`src/rtl/led_timer_bank.sv`:
```
// Multi-channel LED timer: each channel has a runtime-programmable period, compare and mode.
// Period/compare writes are shadowed while running and retune glitch-free at terminal count.
module led_timer_chan #(
   parameter int WIDTH      = 26,
   parameter int DEF_PERIOD = 25_000_000
) (
   input  logic             clk,
   input  logic             rst_n,
   input  logic             wr_sel,
   input  logic [1:0]       wr_addr,
   input  logic [WIDTH-1:0] wr_data,
   output logic             led,
   output logic             tick
);
   typedef enum logic [1:0] {M_TOG = 2'b00, M_PWM = 2'b01, M_ONE = 2'b10, M_TOG2 = 2'b11} mode_e;

   localparam logic [WIDTH-1:0] DEF_P = WIDTH'(DEF_PERIOD);
   localparam logic [WIDTH-1:0] DEF_C = WIDTH'(DEF_PERIOD / 2);

   logic [WIDTH-1:0] p, c, ps, cs, cnt, last;
   logic             en, tc, wr_p, wr_c, wr_ctl;
   mode_e            mode;

   // Period 0 behaves as period 1: terminal count on every enabled cycle.
   always_comb begin
      last   = (p == '0) ? '0 : p - 1'b1;
      tc     = en && (cnt >= last);
      wr_p   = wr_sel && (wr_addr == 2'd0);
      wr_c   = wr_sel && (wr_addr == 2'd1);
      wr_ctl = wr_sel && (wr_addr == 2'd2);
   end

   always_ff @(posedge clk or negedge rst_n) begin
      if (!rst_n) begin
         p    <= DEF_P;
         ps   <= DEF_P;
         c    <= DEF_C;
         cs   <= DEF_C;
         cnt  <= '0;
         en   <= 1'b0;
         mode <= M_TOG;
         led  <= 1'b0;
         tick <= 1'b0;
      end else begin
         // A write landing on the terminal edge goes straight to the active register.
         if (wr_p) begin
            ps <= wr_data;
            if (!en || tc) p <= wr_data;
         end else if (tc) begin
            p <= ps;
         end
         if (wr_c) begin
            cs <= wr_data;
            if (!en || tc) c <= wr_data;
         end else if (tc) begin
            c <= cs;
         end

         if (wr_ctl) begin
            en   <= wr_data[0];
            mode <= mode_e'(wr_data[2:1]);
            cnt  <= '0;
            tick <= 1'b0;
            led  <= wr_data[0] && (wr_data[2:1] == M_ONE);
         end else if (tc) begin
            cnt  <= '0;
            tick <= 1'b1;
            case (mode)
               M_ONE: begin
                  led <= 1'b0;
                  en  <= 1'b0;
               end
               M_PWM:   led <= (cnt < c);
               default: led <= ~led;
            endcase
         end else begin
            tick <= 1'b0;
            if (en) begin
               cnt <= cnt + 1'b1;
               if (mode == M_PWM) led <= (cnt < c);
            end
         end
      end
   end
endmodule

module led_timer_bank #(
   parameter int CHANNELS   = 8,
   parameter int WIDTH      = 26,
   parameter int DEF_PERIOD = 25_000_000,
   localparam int CW        = (CHANNELS > 1) ? $clog2(CHANNELS) : 1
) (
   input  logic                clk,
   input  logic                rst_n,
   input  logic                wr_en,
   input  logic [CW-1:0]       wr_ch,
   input  logic [1:0]          wr_addr,
   input  logic [WIDTH-1:0]    wr_data,
   output logic [CHANNELS-1:0] led,
   output logic [CHANNELS-1:0] tick
);
   logic [CHANNELS-1:0] wr_sel;

   // Out-of-range channel numbers match no decoder and are dropped.
   for (genvar i = 0; i < CHANNELS; i++) begin : g_ch
      assign wr_sel[i] = wr_en && (wr_ch == CW'(i));

      led_timer_chan #(.WIDTH(WIDTH), .DEF_PERIOD(DEF_PERIOD)) u_chan (
         .clk    (clk),
         .rst_n  (rst_n),
         .wr_sel (wr_sel[i]),
         .wr_addr(wr_addr),
         .wr_data(wr_data),
         .led    (led[i]),
         .tick   (tick[i])
      );
   end
endmodule

```
`config.mk`:
```
export PLATFORM = sky130hd
export DESIGN_NAME = led_timer_bank
export DESIGN_NICKNAME = d
export VERILOG_FILES = /design/src/rtl/led_timer_bank.sv
export SDC_FILE = /design/constraint.sdc
export NUM_CORES = 2
export LEC_CHECK = 0
export ABC_AREA = 1
export BUFFER_PORTS_ARGS = -buffer_cell sky130_fd_sc_hd__clkbuf_2
export CAP_MARGIN = 20
export CORE_ASPECT_RATIO = 0.9
export CORE_MARGIN = 5
export CORE_UTILIZATION = 60
export CTS_CLUSTER_DIAMETER = 120
export DETAILED_ROUTE_END_ITERATION = 8
export GPL_ROUTABILITY_DRIVEN = 0
export PLACE_DENSITY = 0.76
export RECOVER_POWER = 25
export SLEW_MARGIN = 5
export SYNTH_ARGS = -nofsm -noshare
export SYNTH_HDL_FRONTEND = slang
export SYNTH_SLANG_ARGS = --single-unit
```
`constraint.sdc`:
```
create_clock -name clk -period 3.8 [get_ports clk]
set_input_delay 0.76 -clock clk [delete_from_list [all_inputs] [get_ports clk]]
set_output_delay 0.76 -clock clk [all_outputs]
set_load 0.005 [all_outputs]
```
==> metrics.md <==
| Metric | Value |
|---|---|
| Gate power share | between 40% and 50% |
| Ys flop type | dfrtp_1 |
| Vias | 51800 |
| Clock Latency Late Sink | just over 0.7 ns |
| Drt wl/cell | between 15 and 20 µm |
| Worst path required time | 4.40 ns |
| Die H | 309.0 µm |
| Share of layout cells above drive strength 1 | between 10% and 20% |
| Crit path capture type | register |
| Switching share of power | between 40% and 50% |
| # DRC | 0 |
| Die width | approximately 340 µm |
| Max-slew violation count | 48 |
| Die ar. | 105700 µm² |
| Status | finished with violations |
| Core Area | 98330 µm² |
| Clock Skew | between 0.03 and 0.04 ns |
| Pin count of the biggest net entering global routing | 114 |
| Sink Count | 1080 |
| Clk buf depth | 3 |
| Synthesized net count | 7871 |
| Sequential power share | between 30% and 40% |
| Row cnt | 109 |
| Final antenna-violating net count | 0 |
| I/O pin count | 50 |
| Sequential area share after synthesis | a little under half |
| Clk pin slew, worst setup/hold paths | 0.07 ns |
| H-tree Lvls | 3 |
| Violated checks | capacitance limit, slew limit |
| CP Cell Sequence | buf_4 > nor2_2 > nand2_1 > nor3_2 > nand2_1 > nor2_2 > nand2_1 > nor3_4 > buf_4 > a21oi_1 > o21ai_0 > ha_1 > a21oi_1 > o21a_1 > nand3_1 > nand2_1 > nand3_2 > nand2_4 > o21ai_4 > buf_6 > o21ai_0 |
| Most used cell, CP | nand2_1 |
| First-pass GRT wire length | 258000 µm |
| Critical path type | reg2reg |
| Normalized max-slew margin | -19.55% |
| CP arrival | roughly 4.4 ns |
| Gr usage total | 30.63% |
| Critical Path Start Type | register |
| PD cells | a little under 800 nW/µm² |
| Clock share of power | approximately 23% |
| Post-layout min period | 3.758 ns |
| Crit Path Max Fanout | 6 |
| CTS tree | built |
| Least-Margin Pin Slew | approximately 1.8 ns |
| Yosys cell types | 58 |
| Via-to-Cell Ratio | roughly 5.8 |
| Synth warn | 0 |
| Nets | around 8000 |
| Initial antenna violation count | 21 |
| Count of final hold-check violations | 0 |
| Initial DRC count | 5985 |
| Slowest stage cell, crit path | dfrtp_1 |
| Hold Slack | slightly below 0.4 ns |
| Most frequent cells in the layout | 1781 x nand2_1, 966 x o21ai_0, 816 x inv_1 |
| Routed WL | 173500 µm |
| Setup Total Neg Slack | 0 ns |
| EDFF count, synth | 0 |
| Largest stage delay on the critical path | around 0.40 ns |
| Setup-failing EPs final | 0 |
| Seq cells post-synth | about 1100 |
| Gr ovfl total | 0 |
| Leading cell type in the layout, fill and taps excluded | nand2_1 |
| Mapped Cells | around 7400 |
| Root Buffer | clkbuf_16 |
| Final period util | a little under 100% |
| Layout area overhead | 13.15% |
| P_int | between 20 and 30 mW |
| Dpl hpwl | about 110000 µm |
| Vias in the first global route | around 47000 |
| Max VDD drop | 0.6054 mV |
| Switch Pwr | 22.26 mW |
| Min-delay worst type | in2reg |
| Leakage | 31.93 nW |
| 1st-pass router iterations | 6 |
| CTS Buf Count | 111 |
| Maximum capacitance violations | 1 |
| Mapped cell area | between 50000 and 60000 µm² |
| FMAX | roughly 0.27 GHz |
| Starting Density | 60.59% |
| IO buf count | between 40 and 50 |
| Syn_area_per_cell | about 8.1 µm² |
| Post-synth ARST share | 100.0% |
==> final timing paths <==
path | startpoint | endpoint | slack, ns | depth (start not counted)
worst max register to register | g_ch[3].u_chan.p[8] | g_ch[3].u_chan.p[10] | 0.04 | 21
max in group asynchronous | rst_n | g_ch[7].u_chan.tick | 0.52 | 3
worst min register to register | g_ch[5].u_chan.ps[7] | g_ch[5].u_chan.ps[7] | 0.50 | 2
min in group asynchronous | rst_n | g_ch[2].u_chan.ps[25] | 1.06 | 2
worst min-delay path | wr_data[2] | g_ch[5].u_chan.mode[1] | 0.39 | 3
worst max-delay path | g_ch[3].u_chan.p[8] | g_ch[3].u_chan.p[10] | 0.04 | 21
==> layout make-up <==
class / count / area, µm²
diodes: 7 / 17.52
clock inverters: 68 / 870.8
repair inverters: 1 / 7.507
multi-input cells: 5188 / 28340
flip-flops and latches: 1080 / 27510
inverters: 879 / 3307
fillers: 7708 / 30910
repair buffers: 246 / 2611
well taps: 1332 / 1667
clock buffers: 143 / 3089
==> state kept, by name, indices dropped and copies added, names as in the netlist <==
register,count
g_ch.u_chan.ps,208
g_ch.u_chan.p,208
g_ch.u_chan.led,8
g_ch.u_chan.mode,16
g_ch.u_chan.cnt,208
g_ch.u_chan.tick,8
g_ch.u_chan.cs,208
g_ch.u_chan.en,8
g_ch.u_chan.c,208
==> per-layer routing <==
layer | GRT usage (%) | share of wire, % | up-vias
met2 | 46.11 | 44 | 2435
met3 | 5.551 | 10 | 394
met4 | 10.17 | 3.7 | 2
met5 | 0 | 0.012 | -
met1 | 45.24 | 42 | 24630
li1 | - | - | 24340
==> logic make-up after synthesis <==
family                   synth area share (%)
AND/OR/NAND/NOR                         22.74
buffers and inverters                   7.455
flip-flops                              46.17
XOR/XNOR                                2.293
AO/OA/AOI/OAI                           12.10
adder cells (fa/ha/maj)                 9.240
==> critical path, delay by kind of cell, from the launching register on <==
kind,cells,cell delay (ns)
AND/OR/NAND/NOR,11,1.50
buffers and inverters,3,0.55
adder cells (fa/ha/maj),1,0.28
flip-flops,1,0.40
AO/OA/AOI/OAI,6,0.91
==> power by group through the flow <==
| stage | Sequential (mW) | Clock [mW] | Combinational, mW |
|---|---|---|---|
| 6_report | 15.7 | 11.8 | 24.8 |
| 5_1_grt | 15.9 | 12.4 | 28.0 |
| 4_1_cts | 15.6 | 11.9 | 22.1 |
| 3_5_place_dp | 15.8 | 0 | 21.9 |
| 3_3_place_gp | 15.7 | 0 | 21.0 |
| 2_1_floorplan | 15.1 | 0 | 16.6 |
==> what timing repair did <==
action,4_1_cts,5_1_grt
hold buffers,1,0
gates resized for setup,7,265
pin swaps,0,48
endpoints found under the setup margin,88,637
cloned,1,48
hold endpoints to repair,12,0
setup buffers,2,54
==> synth_stat cells, types with 14 or more instances <==
library cell / n / area (µm²)
nand2_1: 1815 / 6813
o21ai_0: 1029 / 5150
inv_1: 849 / 3187
dfrtp_1: 696 / 17420
nor2_1: 691 / 2594
ha_1: 440 / 5505
dfstp_2: 384 / 10090
nand3_1: 304 / 1521
a21oi_1: 233 / 1166
clkbuf_1: 151 / 566.8
xor2_1: 136 / 1191
nand4_1: 127 / 794.5
nor3_1: 122 / 610.6
buf_2: 73 / 365.4
nor4_1: 39 / 244.0
a21o_1: 27 / 202.7
inv_2: 26 / 97.59
buf_4: 20 / 150.1
xnor2_1: 20 / 175.2
o21a_1: 18 / 135.1
nor2_2: 17 / 106.4
o21ai_2: 16 / 140.1
a31oi_1: 15 / 93.84
nor3_2: 14 / 140.1
or2_2: 14 / 87.58
==> stage by stage <==
stage	utilization [%]	worst slack, ns	std cells	power, mW	area [µm²]
2_1_floorplan	-	0.5440	7397	31.75	59580
3_3_place_gp	62.45	0.06631	8620	36.69	61410
3_5_place_dp	62.45	-0.03736	8620	37.63	61410
4_1_cts	66.56	0.002068	8835	49.58	65450
5_1_grt	68.54	-0.1388	8937	56.31	67400
6_report	68.56	0.04208	8944	52.24	67420
Note: power is estimated with default switching activity, not from simulation.
